[config.mk]
export PLATFORM = sky130hd
export DESIGN_NAME = param_stack
export DESIGN_NICKNAME = d
export VERILOG_FILES = /design/src/rtl/stack_pkg.sv /design/src/rtl/stack_mem.sv /design/src/rtl/param_stack.sv
export SDC_FILE = /design/constraint.sdc
export NUM_CORES = 1
export LEC_CHECK = 0
export ABC_AREA = 1
export CORE_ASPECT_RATIO = 1.1
export CORE_UTILIZATION = 30
export DETAILED_ROUTE_END_ITERATION = 16
export SLEW_MARGIN = 15
export SYNTH_ARGS = -nofsm -noshare
export SYNTH_HDL_FRONTEND = slang
export SYNTH_SLANG_ARGS = --single-unit
[constraint.sdc]
create_clock -name clk -period 11.7 [get_ports clk]
set_input_delay 2.925 -clock clk [delete_from_list [all_inputs] [get_ports clk]]
set_output_delay 2.925 -clock clk [all_outputs]
set_load 0.02 [all_outputs]
[src/rtl/stack_pkg.sv]
// stack_pkg: shared definitions for param_stack.
//   op_t        - decoded per-cycle operation from {pop, push}
//   count_width - bits needed to hold an occupancy of 0..depth inclusive
package stack_pkg;

  // Encoding matches {pop, push} so the decode is a plain cast.
  typedef enum logic [1:0] {
    OP_NOP     = 2'd0,
    OP_PUSH    = 2'd1,
    OP_POP     = 2'd2,
    OP_REPLACE = 2'd3
  } op_t;

  function automatic int count_width(input int depth);
    return $clog2(depth + 1);
  endfunction

endpackage

[src/rtl/stack_mem.sv]
// stack_mem: storage array for param_stack.
// One synchronous write port, one asynchronous read port. The array is
// deliberately not reset; occupancy tracking in the parent decides which
// entries are meaningful.
// Ports:
//   clk      in  clock
//   i_we     in  write enable
//   i_waddr  in  write address
//   i_wdata  in  write data
//   i_raddr  in  read address
//   o_rdata  out read data (combinational from i_raddr)
module stack_mem #(
  parameter int WIDTH = 2,
  parameter int DEPTH = 256,
  localparam int AW   = $clog2(DEPTH)
) (
  input  logic             clk,
  input  logic             i_we,
  input  logic [AW-1:0]    i_waddr,
  input  logic [WIDTH-1:0] i_wdata,
  input  logic [AW-1:0]    i_raddr,
  output logic [WIDTH-1:0] o_rdata
);

  logic [WIDTH-1:0] r_mem [DEPTH];

  always_ff @(posedge clk) begin
    if (i_we) begin
      r_mem[i_waddr] <= i_wdata;
    end
  end

  // Asynchronous read: the same word feeds both the top-of-stack peek and
  // the pop-data register in the parent.
  assign o_rdata = r_mem[i_raddr];

endmodule

[src/rtl/param_stack.sv]
// param_stack: parametrised LIFO stack with replace-top, synchronous clear,
// pop-data valid strobe and one-cycle overflow/underflow pulses.
// Ports:
//   clk        in   clock, all state changes on rising edge
//   rst        in   synchronous active-high reset
//   clear      in   synchronous flush (count -> 0), push/pop ignored
//   push       in   write data_in onto the stack
//   pop        in   remove top entry into data_out
//   data_in    in   word to push
//   data_out   out  registered popped word, held until next successful pop
//   out_valid  out  pulse: data_out updated by the last edge
//   top        out  combinational peek of current top entry, 0 when empty
//   count      out  occupancy 0..DEPTH
//   empty      out  count == 0
//   full       out  count == DEPTH
//   overflow   out  pulse: a push was dropped
//   underflow  out  pulse: a pop was dropped
module param_stack
  import stack_pkg::*;
#(
  parameter int WIDTH = 2,
  parameter int DEPTH = 256,
  localparam int CW   = count_width(DEPTH),
  localparam int AW   = $clog2(DEPTH)
) (
  input  logic             clk,
  input  logic             rst,
  input  logic             clear,
  input  logic             push,
  input  logic             pop,
  input  logic [WIDTH-1:0] data_in,
  output logic [WIDTH-1:0] data_out,
  output logic             out_valid,
  output logic [WIDTH-1:0] top,
  output logic [CW-1:0]    count,
  output logic             empty,
  output logic             full,
  output logic             overflow,
  output logic             underflow
);

  logic [CW-1:0]    r_count;
  logic [WIDTH-1:0] r_data_out;
  logic             r_out_valid;
  logic             r_overflow;
  logic             r_underflow;

  op_t              w_op;
  logic             w_empty;
  logic             w_full;
  logic [AW-1:0]    w_rd_addr;
  logic [AW-1:0]    w_wr_addr;
  logic [WIDTH-1:0] w_rd_data;
  logic             w_we;

  assign w_op    = op_t'({pop, push});
  assign w_empty = (r_count == '0);
  assign w_full  = (r_count == CW'(DEPTH));

  // Address of the current top entry. Wraps when empty, but every consumer
  // of the read data is gated by w_empty, so that value is never used.
  assign w_rd_addr = AW'(r_count - CW'(1));

  // Replace-top writes over the current top; every other accepted push
  // (including push+pop on an empty stack) writes the next free slot.
  assign w_wr_addr = (pop && !w_empty) ? w_rd_addr : AW'(r_count);

  // A push is accepted unless the stack is full with no accompanying pop.
  // Reset and clear both suppress the write.
  assign w_we = !rst && !clear && push && (pop || !w_full);

  stack_mem #(
    .WIDTH (WIDTH),
    .DEPTH (DEPTH)
  ) u_mem (
    .clk     (clk),
    .i_we    (w_we),
    .i_waddr (w_wr_addr),
    .i_wdata (data_in),
    .i_raddr (w_rd_addr),
    .o_rdata (w_rd_data)
  );

  always_ff @(posedge clk) begin
    if (rst) begin
      r_count     <= '0;
      r_data_out  <= '0;
      r_out_valid <= 1'b0;
      r_overflow  <= 1'b0;
      r_underflow <= 1'b0;
    end else if (clear) begin
      // data_out is intentionally held across a flush.
      r_count     <= '0;
      r_out_valid <= 1'b0;
      r_overflow  <= 1'b0;
      r_underflow <= 1'b0;
    end else begin
      r_out_valid <= 1'b0;
      r_overflow  <= 1'b0;
      r_underflow <= 1'b0;
      case (w_op)
        OP_PUSH: begin
          if (w_full) begin
            r_overflow <= 1'b1;
          end else begin
            r_count <= r_count + CW'(1);
          end
        end
        OP_POP: begin
          if (w_empty) begin
            r_underflow <= 1'b1;
          end else begin
            r_data_out  <= w_rd_data;
            r_out_valid <= 1'b1;
            r_count     <= r_count - CW'(1);
          end
        end
        OP_REPLACE: begin
          if (w_empty) begin
            // The push half lands in slot 0; only the pop half is dropped.
            r_count     <= CW'(1);
            r_underflow <= 1'b1;
          end else begin
            // Occupancy unchanged, so a full stack cannot overflow here.
            r_data_out  <= w_rd_data;
            r_out_valid <= 1'b1;
          end
        end
        default: begin
        end
      endcase
    end
  end

  assign data_out  = r_data_out;
  assign out_valid = r_out_valid;
  assign overflow  = r_overflow;
  assign underflow = r_underflow;
  assign count     = r_count;
  assign empty     = w_empty;
  assign full      = w_full;
  assign top       = w_empty ? '0 : w_rd_data;

endmodule

==> After elaboration in Yosys (flattened, before gate mapping) <==
Memories as Yosys holds them, arrays and structs flattened.
Index checks and enable logic that the tools add are counted.
{ "op_classes": {"bitwise_logic": 4, "muxes": 11, "n_reduce_logical": 17, "eq_ne": 7, "n_addsub": 2} }
{ "ops": {"columns": ["operator", "n"], "rows": [
  ["2-to-1 mux 9 bit", 3],
  ["case mux 9 bit (3 select lines)", 1],
  ["adder 9 x 1 -> 9 bit (second input constant)", 1],
  ["== test 9 bit (second input constant)", 1],
  ["zero test 9 bit", 1],
  ["subtractor 9 x 1 -> 9 bit (second input constant)", 1],
  ["2-to-1 mux 8 bit", 1],
  ["inequality test 2 bit (second input constant)", 3],
  ["OR reduction 3 bit", 2],
  ["2-to-1 mux 1 bit", 5],
  ["== test 2 bit (second input constant)", 2],
  ["logical AND 1 bit", 4],
  ["zero test 1 bit", 4],
  ["NOT 1 bit", 4],
  ["AND reduction 4 bit", 1],
  ["OR reduction 2 bit", 2],
  ["AND reduction 3 bit", 1],
  ["nonzero test 3 bit", 1],
  ["== test 2 x 1 -> 1 bit (second input constant)", 1],
  ["2-to-1 mux 2 bit", 1],
  ["logical OR 1 bit", 1]
]} }
{ "totals": {"input_bits": 7, "output_inout_bits": 18, "ram_bits": 512, "elab_cells": 47, "reg_bits": 14, "n_memories": 1} }
{ "memory_table": {"columns": ["memory", "words", "width", "read_ports", "rd_ports_with_merged_regs", "write_ports", "line_no", "rtl"], "rows": [
  ["u_mem.r_mem", 256, 2, 1, 0, 1, "stack_mem.sv:25", "logic [WIDTH-1:0] r_mem [DEPTH];"]
]} }

==> Logic depth before layout (Yosys ltp) <==
{ "depth": {"depth_word": 6, "depth_mapped": 21, "depth_no_buf": 16} }

==> By module <==
Synthesis repeated with hierarchy kept, for this count alone.
{ "hier_totals": {"cells_unflattened": 2258, "area_unflattened_um2": 23308.6} }
{ "modules_own_cells": {"columns": ["module", "area_each_um2", "seq_area_each_um2", "cells_per_inst", "instances"], "rows": [
  ["stack_mem", 22086.2, 15374.7, 2053, 1],
  ["param_stack", 1222.4, 280.3, 205, 1]
]} }

==> Worst setup path before layout <==
OpenSTA, ideal clock, no wires.
{ "synth_timing": {"path_kind": "reg2out", "from": "register r_count[0], in the netlist count[0]", "to": "output port top[0]", "n_path_buf": 7, "t_arrival_ns": 3.378, "stages_incl_launch_ff": 19, "setup_slack_ns": 5.397, "required_ns": 8.775, "cell_sequence": "dfxtp_1 -> buf_2 -> inv_2 -> buf_2 -> clkbuf_1 -> clkbuf_1 -> ha_1 -> clkbuf_1 -> inv_2 -> clkbuf_1 -> clkbuf_1 -> o21ai_0 -> o211ai_1 -> nand3_1 -> nand3_1 -> nand3_1 -> nand3_1 -> nand3_1 -> a21oi_1"} }
{ "synth_via": {"elab_chain_cells": 3, "elab_cells_between_ends": 4, "cone_classes": "add/sub: 1; mux: 1; reduce/logical: 1; memory: 1"} }
{ "synth_rtl": {"columns": ["item", "line_no", "rtl"], "rows": [
  ["start: declaration", "param_stack.sv:42", "logic [CW-1:0] r_count;"],
  ["start signal: assignment", "param_stack.sv:106", "r_count <= r_count + CW'(1);"],
  ["start signal: assignment", "param_stack.sv:115", "r_count <= r_count - CW'(1);"],
  ["subtractor 9 x 1 -> 9 bit", null, null],
  ["memory (256 x 2 bit)", null, null],
  ["2-to-1 mux 2 bit *", "param_stack.sv:142", "assign top = w_empty ? '0 : w_rd_data;"],
  ["end: declaration", "param_stack.sv:34", "output logic [WIDTH-1:0] top,"]
]} }
Every way passes the cells marked *; elsewhere a longest branch is shown, timed or not.

==> Worst setup path in the final report <==
{ "layout_timing": {"from": "register r_count[0], in the netlist count[0]", "to": "output port top[1]"} }
The elaborated chain is that of the path after synthesis.

==> impl_metrics.ini <==
[routing]
vias = 16200
detail_route.first_pass.iterations = 5
routed_wl_um = 60400
drc = 0
detailedRoute.firstIterationViolations = 1738
final_antenna_net_count = 0
vias_per_cell = 4.85
post_drt_wl_per_cell_um = 18.1

[clocking]
tritoncts.num_buffers = 51
ctsLongestPathBuffers = 3
post-cts-setup-buffers = 0
clock-root-buffer = clkbuf_16
post_cts.resized_instances = 0
clk_pin_slew_ns = 0.07
ctsHtreeMaxLevel = 2
tritoncts_clock_tree = yes
clock_latency_ns = 0.60
cts.sink_count = 526
postCtsHoldBufs = 0

[floorplanning]
rows = 106
die-width_um = 267
die_area_um2 = 78500
floorplan.initialDensity_pct = 30.4
core_area_um2 = 76300
top_level_ports = 25
die_height_um = 294

[timing]
skew_ns = 0.0171
slew_headroom_pct = 25.2
report.final.slew_viol_count = 0
count_of_final_setup_violators = 0
slew_at_the_pin_closest_to_its_max_slew_limit_ns = 1.12
post-route-period-util_pct = 78.1
final-hold-violation-count = 0
grt_setup_unrepaired = false
max_freq_ghz = 0.109
setup_ws_ns = 2.56
fin_setup_tns_ns = 0
layout_min_cycle_time_ns = 9.14

[final_layout]
final_core_utilization_pct = 34.2
final_net_count = 2275
layout.filler_cells = 7679
syn_to_final_growth_pct = 12.2
n_antenna_cell = 0
layout-drive-gt1-share_pct = 7.11

[logic_synthesis]
number_of_synthesized_flops_with_an_enable_pin = 512
syn-num-nets = 2313
synth.ff_latch_count = 526
number_of_warnings_reported_in_the_yosys_synthesis_log = 0
post_synth_instance_area_um2 = 23200
yosysTopAreaCellShare_pct = 66.2
synth-seq-area-share_pct = 67.4
synth_largest_area_cell = edfxtp_1
synthMostInstantiatedCell = nand2_1
yosysUniqueCellTypes = 34
synthTopCellsByCount = nand2_1 (529), edfxtp_1 (512), nor2_1 (503), nand3_1 (291), o21ai_0 (132)
synth-async-reset-ratio_pct = 0
synth.top_cells.by_area = edfxtp_1 (66%), nand2_1 (8.6%), nor2_1 (8.1%)
ys_dominant_reg_cell = edfxtp_1
postSynthCellCount = 2303
syn-mean-instance-area_um2 = 10.1

[global_routing]
track_usage_pct = 15.5
via_count_of_the_first_global_routing_pass = 16000
overflow = 0
grt_pass1_wl_um = 92800
largest_net_degree_at_the_start_of_global_routing = 192
grt_antenna_before_repair = 0

[power]
seq_power_share_pct = 46.9
combPwrFrac_pct = 16.9
switchingPower_mw = 1.26
power.share.clock_pct = 36.2
power.share.switching_pct = 28.4
cellInternalPower_mw = 3.18
vdd_ir_drop_max_mv = 0.110
powerDensity_nw_per_um2 = 171
leakagePower_nw = 9.06

[worst_setup_path]
crit_path_start_kind = flop
cp.arrival_ns = 6.21
crit_path_max_fanout = 102
timing_worst_setup_path_type = flop to output pin
worst_setup_path_end_kind = output pin
critPathRequiredTime_ns = 8.78

[status]
result_of_the_run = finished, final reports clean

[placement]
post-dp-hpwl_um = 33200
buffers_on_ports = 24
place_ws_ns = 3.25
gp_congestion = 0.850

[worst_hold_path]
hold_path.class = flop to flop

[job]
maxCapViolCount = 0
[state kept, by name, indices dropped and copies added (netlist names)]
register / cells
count: 9
data_out: 2
out_valid: 1
overflow: 1
u_mem.r_mem: 512
underflow: 1
[critical path: stages (launching register included)]
cell and delay, ns:
dfxtp_4 0.92, inv_6 0.50, ha_1 0.42, nand2_1 0.09, nand2_2 0.52, inv_2 0.77, buf_4 0.51, nand3_1 0.12
nand2_1 0.09, nand2_1 0.05, nand3_1 0.10, nand3_1 0.08, nand3_1 0.11, nand3_1 0.20, a21oi_1 0.36, clkdlybuf4s50_1 0.69
[area by class of cell]
type                    count  area (µm²)  share of cell area, %
multi-input cells        1534        6630                   25.5
clock inverters            24         165                  0.634
inverters                  99         382                   1.46
repair buffers             53         473                   1.82
well taps                1026        1280                   4.93
clock buffers              69        1460                   5.60
flip-flops and latches    526       15700                   60.1
[cells by family (layout without fill, tap and decap cells)]
logic type	Yosys count	in the layout	synth area share, %
adder cells (fa/ha/maj)	3	3	0.162
flip-flops	526	526	67.4
AO/OA/AOI/OAI	167	167	3.88
buffers and inverters	243	245	4.10
XOR/XNOR	6	6	0.259
AND/OR/NAND/NOR	1358	1358	24.2
[cell usage in the layout, fill, tap and decap left out, types with 2 or more instances in the layout]
| master | Yosys | routed |
|---|---|---|
| nand2_1 | 529 | 526 |
| edfxtp_1 | 512 | 512 |
| nor2_1 | 503 | 503 |
| nand3_1 | 291 | 291 |
| o21ai_0 | 132 | 132 |
| inv_1 | 84 | 84 |
| clkbuf_16 | 0 | 54 |
| buf_4 | 0 | 28 |
| clkdlybuf4s50_1 | 0 | 22 |
| nand2_2 | 15 | 18 |
| inv_2 | 15 | 13 |
| a21oi_1 | 13 | 13 |
| dfxtp_1 | 14 | 13 |
| clkinv_2 | 0 | 11 |
| clkbuf_1 | 96 | 10 |
| o211ai_1 | 9 | 9 |
| clkinv_1 | 0 | 9 |
| nor2_4 | 6 | 6 |
| o21ai_2 | 5 | 5 |
| clkbuf_8 | 0 | 5 |
| xor2_1 | 5 | 4 |
| nor2_2 | 4 | 4 |
| inv_6 | 0 | 3 |
| nor3_2 | 3 | 3 |
| a31oi_1 | 3 | 3 |
| nand4_1 | 2 | 2 |
| xor2_2 | 1 | 2 |
| ha_1 | 3 | 2 |
| bufinv_16 | 0 | 2 |
| buf_6 | 1 | 2 |
[through the flow]
stage / power, mW / instances / hold WS, ns / cell area [µm²]
final: 4.44 / 3331 / 0.541 / 26100
after global routing: 4.61 / 3331 / 0.583 / 26100
after CTS: 4.47 / 3331 / 0.543 / 26100
after detailed placement: 2.87 / 3238 / 0.532 / 24400
after global placement: 2.87 / 3238 / 0.531 / 24400
after floorplan: 2.60 / 2303 / 0.597 / 23200
[final timing paths]
path | start | endpoint | slack (ns) | cells after the start
worst min-delay path | data_out[0]$_SDFFE_PP0P_ | data_out[0]$_SDFFE_PP0P_ | 0.54 | 4
worst max register to register | count[0]$_SDFFE_PP0P_ | data_out[1]$_SDFFE_PP0P_ | 6.62 | 15
worst min register to register | data_out[0]$_SDFFE_PP0P_ | data_out[0]$_SDFFE_PP0P_ | 0.54 | 4
worst max-delay path | count[0]$_SDFFE_PP0P_ | top[1] | 2.56 | 15
[per-layer routing]
metal	global-route usage, %	up-vias	part of all wire (%)
met1	19.4	7836	41
met3	1.89	127	5.7
met2	26.7	500	49
met4	6.56	0	4.0
li1	-	7692	-
met5	0	-	0
[power groups by stage]
stage | logic (mW) | clock network, mW | registers, mW
2_1_floorplan | 0.483 | 0 | 2.12
3_3_place_gp | 0.749 | 0 | 2.13
3_5_place_dp | 0.749 | 0 | 2.13
4_1_cts | 0.751 | 1.63 | 2.09
5_1_grt | 0.823 | 1.70 | 2.09
6_report | 0.751 | 1.61 | 2.09
Power figures use the tool's default switching activity.
==> RTL edit 1, RTL diff (same flow settings) <==
Reset style: asynchronous (`rst`), changed in one clocked block. Comments in the files are not updated.
--- a/src/rtl/param_stack.sv
+++ b/src/rtl/param_stack.sv
@@ -81,7 +81,7 @@
     .o_rdata (w_rd_data)
   );
 
-  always_ff @(posedge clk) begin
+  always_ff @(posedge clk or posedge rst) begin
     if (rst) begin
       r_count     <= '0;
       r_data_out  <= '0;
Behaviour: differs if rst is asserted again (counterexample within 4 cycles, from zero or initial values and one cycle with rst high); with rst held inactive, the same outputs for 4 cycles.
==> RTL edit 1 against the original RTL <==
  * Design area is 0.79% higher
  * Synthesized area is 0.64% higher
  * Routed wire length is 0.65% higher
  * Utilization is 0.15 points higher
  * Setup slack better by 0.54 ns
  * Hold slack worse by 0.062 ns
  * Clock skew is 0.00077 ns lower
  * Sequential cell count stayed put
  * Highest routed layer unchanged
Power is not compared: it rests on default switching activity, and its combinational part moved more than twofold at a synthesized area within 25%.
==> RTL edit 1: results (changes against the original RTL) <==
Worst hold path
  – Min-delay src: data_out[0]
  – Worst Hold Path EP: data_out[0]
  – Hold depth: 2 (-2)

Clocking
  – Root Buffer: clkbuf_16
  – Num CTS Buffers: 52 (+2.0%)
  – Skew-Pair Late Insertion Delay: 0.60 ns (about the same)
  – CTS clk-pin slew, worst paths: 0.05 ns (-0.02 ns)

Finish
  – Largest Register: u_mem.r_mem
  – FILL cells: 7725 (+0.60%)
  – Share of layout cells above drive strength 1: 6.578% (-0.54 points)
  – Util after Layout: 34.31% (+0.15 points)

Drt
  – DR iter-0 viols: 1385 (-20%)
  – Final WL: 60810 um (+0.65%)
  – WL/cell: 18.14 um (about the same)
  – Routed length on met1: 26090 um (+4.4%)
  – DRT Pass-1 Iters: 6 (+1)
  – Wire length on met3: 3632 um (+5.4%)
  – Post-DR vias/cell: 4.887 (+0.76%)
  – Metal2 WL: 29250 um (-1.1%)

Setup path
  – R2r setup slk: 6.61 ns (about the same)
  – CP arrival: 5.67 ns (-0.54 ns)
  – CP peak stage delay: 0.71 ns (-0.21 ns)
  – Critical path peak fanout: 126 (+24%)
  – Worst R2R Start: count[0]
  – R2R depth: 7 (-8)
  – Slowest-stage cell, CP: inv_6
  – R2R Path End: u_mem.r_mem[253][0]

Synthesis
  – Cell area after synthesis: 23360 um^2 (+0.64%)
  – Main area contributors after synthesis: edfxtp_1 (66%), nand2_1 (9.0%), nor2_1 (7.8%)
  – Most instantiated cells after synthesis: nand2_1 (557), edfxtp_1 (512), nor2_1 (487)
  – Seq/Total Area, Yosys: 67.32% (-0.13 points)
  – Fraction of registers with async set/reset: 2.662% (+2.7 points)
  – Mean Syn Cell Area: 10.06 um^2 (-0.23%)
  – Syn Nets: 2336 (+0.99%)
  – Synthesis warning total: 0 (unchanged)
  – Distinct cells, synth: 33 (-2.9%)

Placement
  – Dpl ws: 3.757 ns (+0.5076 ns)
  – Final HPWL DP: 33810 um (+1.8%)
  – DP Area: 24590 um^2 (+0.65%)
  – Gpl congestion: 0.8028 (-5.5%)

Timing
  – Worst hold slack: 0.4798 ns (-0.06174 ns)
  – Slew margin rel.: 23.44% (-1.7 points)
  – Setup slack after layout: 3.102 ns (+0.5410 ns)

GRT
  – Met1 global-route usage: 20.14% (+0.71 points)
  – Met3 usage: 2.582% (+0.69 points)
  – First-pass GRT wire length: 93560 um (+0.79%)
  – Largest net degree at the start of global routing: 205 (+6.8%)
  – Total Routing Usage GR: 15.52% (+0.049 points)
  – GR Util met2: 25.90% (-0.81 points)
  – Antenna violations before repair: 1 (+1)
  – Vias in the first global route: 16133 (+0.83%)

Status
  – Outcome: completed
[RTL edit 1: changes by cell type after synthesis, moves of 4 or more]
cell | unedited run | this run
dfrtp_1 | 0 | 14
buf_1 | 22 | 12
o21ai_0 | 132 | 124
buf_2 | 25 | 34
o22ai_1 | 0 | 4
nand3_1 | 291 | 295
a21oi_1 | 13 | 5
nor3_1 | 1 | 7
inv_1 | 84 | 103
nor2_1 | 503 | 487
nand2_1 | 529 | 557
nand2_2 | 15 | 5
dfxtp_1 | 14 | 0
[RTL edit 1: cells by family after synthesis]
family,after synthesis,synth area share (%)
AND/OR/NAND/NOR,1368,24.00
flip-flops,526,67.32
buffers and inverters,260,4.376
AO/OA/AOI/OAI,154,3.583
XOR/XNOR,9,0.4017
adder cells (fa/ha/maj),6,0.3214
[RTL edit 1: cell type report]
type,instances,share of cell area (%)
repair buffers,49,1.687
multi-input cells,1537,25.44
well taps,1026,4.889
clock inverters,25,0.8958
flip-flops and latches,526,59.90
clock buffers,71,5.466
inverters,118,1.725
==> RTL edit 2, RTL diff (same settings) <==
Without the edit above. `DEPTH` is set to 256 in 2 places; all go to 128.
--- a/src/rtl/stack_mem.sv
+++ b/src/rtl/stack_mem.sv
@@ -11,7 +11,7 @@
 //   o_rdata  out read data (combinational from i_raddr)
 module stack_mem #(
   parameter int WIDTH = 2,
-  parameter int DEPTH = 256,
+  parameter int DEPTH = 128,
   localparam int AW   = $clog2(DEPTH)
 ) (
   input  logic             clk,
--- a/src/rtl/param_stack.sv
+++ b/src/rtl/param_stack.sv
@@ -19,7 +19,7 @@
   import stack_pkg::*;
 #(
   parameter int WIDTH = 2,
-  parameter int DEPTH = 256,
+  parameter int DEPTH = 128,
   localparam int CW   = count_width(DEPTH),
   localparam int AW   = $clog2(DEPTH)
 ) (
Interface: changed (resized count); port bits go from 25 to 24. No check against the original RTL was run, so the function may have changed too.
==> RTL edit 2 against the original RTL <==
  * Sequential cell count shrank 257
  * Setup slack gained 1.0 ns
  * Synthesized area is 47% lower
  * Count of clock-buffer cells in the layout down 35
  * Design area down 46%
  * Hold slack improved by 0.0018 ns
  * Fmax is 12% higher
  * Routed wire length fell by 50%
  * Non-clock buffer count shrank 20
  * Synthesized cell count down 45%
  * Power shrank 47%
==> RTL edit 2: results (changes against the original RTL) <==
Status
  – Outcome: completed

Synthesis
  – Seq/Total Area, Yosys: 64.06% (-3.4 points)
  – Most common flop cell mapped by yosys: edfxtp_1
  – Most instantiated cells after synthesis: nand2_1 (328), edfxtp_1 (256), nor2_1 (228)
  – Main area contributors after synthesis: edfxtp_1 (62%), nand2_1 (9.9%), nor2_1 (6.9%)
  – Distinct cells, synth: 36 (+5.9%)
  – Synthesis warning total: 0 (unchanged)

Drt
  – DR iter-0 viols: 695 (-60%)
  – Post-DR vias/cell: 4.844 (-0.12%)
  – WL/cell: 17.00 um (-6.3%)

Setup path
  – CP peak stage delay: 0.76 ns (-0.16 ns)
  – CP arrival: 5.20 ns (-1.01 ns)
  – Critical path peak fanout: 60 (-41%)
  – Slowest-stage cell, CP: clkinv_2
  – Worst R2R Start: count[0]

Timing
  – Final clock skew: 0.01811 ns (+0.001010 ns)
  – Slew @ Worst Pin: 1.161 ns (+0.03872 ns)

Placement
  – Final HPWL DP: 17480 um (-47%)
  – IO Port Bufs: 23 (-4.2%)
  – Gpl congestion: 0.7854 (-7.6%)

Power
  – Leakage power: 0.005246 uW (-42%)
  – Worst vdd ir: 0.1072 mV (-2.1%)
  – Seq. pwr: 1070 uW (-49%)
  – Clock share of power: 36.1% (about the same)

Finish
  – Share of layout cells above drive strength 1: 7.897% (+0.78 points)
  – Post-layout nets: 1270 (-44%)
  – Max FFs per register: 256 (-50%)
  – FILL cells: 4068 (-47%)

GRT
  – Total Routing Usage GR: 14.57% (-0.90 points)
  – First-pass GRT wire length: 47880 um (-48%)
  – Vias in the first global route: 8793 (-45%)

Clocking
  – Num CTS Buffers: 29 (-43%)
  – Skew-Pair Late Insertion Delay: 0.55 ns (-0.05 ns)

Floorplan
  – Core ar.: 40460 um^2 (-47%)
RTL edit 2: cell count changes after synthesis, moves of 12 or more:
cell / before / now
edfxtp_1: 512 / 256
nand2_4: 1 / 13
clkbuf_1: 96 / 37
nand3_1: 291 / 157
o21ai_0: 132 / 57
nor2_1: 503 / 228
buf_1: 22 / 4
nand2_1: 529 / 328
RTL edit 2: cell type report:
type,instances,area (um^2),area share (%)
sequential,269,7951,56.91
multi-input combinational,835,3850,27.56
clock buffer,34,744.5,5.329
tap,513,641.9,4.594
inverter,92,351.6,2.517
timing repair buffer,33,300.3,2.149
clock inverter,16,131.4,0.9404
RTL edit 2: logic make-up after synthesis:
group / share of synthesized area [%]
xor+xnor: 0.7867
compound gates: 3.641
fa+ha+maj: 0.3026
simple gates: 26.16
flops: 64.06
buf+inv: 5.043
RTL edit 2: stage by stage:
stage	setup slack (ns)	hold slack [ns]	cells	power [uW]	area [um^2]
5_1_grt	3.180	0.5505	1792	2461	13970
3_5_place_dp	4.113	0.5272	1742	1535	13100
6_report	3.574	0.5433	1792	2370	13970
3_3_place_gp	4.178	0.5332	1742	1532	13100
2_1_floorplan	5.847	0.6055	1258	1390	12410
4_1_cts	3.513	0.5357	1792	2387	13970
RTL edit 2: worst paths after layout:
path | end | slack, ns | depth (start not counted)
worst min register to register | data_out[0] | 0.54 | 2
worst max register to register | u_mem.r_mem[65][1] | 7.06 | 9
worst min-delay path | data_out[0] | 0.54 | 2
worst max-delay path | top[0] | 3.57 | 13
RTL edit 2: metal layers:
metal / up-vias / GRT usage [%] / routed length [um]
met2: 219 / 26.12 / 15270
met5: - / 0 / 0
met3: 61 / 1.836 / 1483
met4: 0 / 5.365 / 922
li1: 4195 / - / -
met1: 4206 / 17.79 / 12790
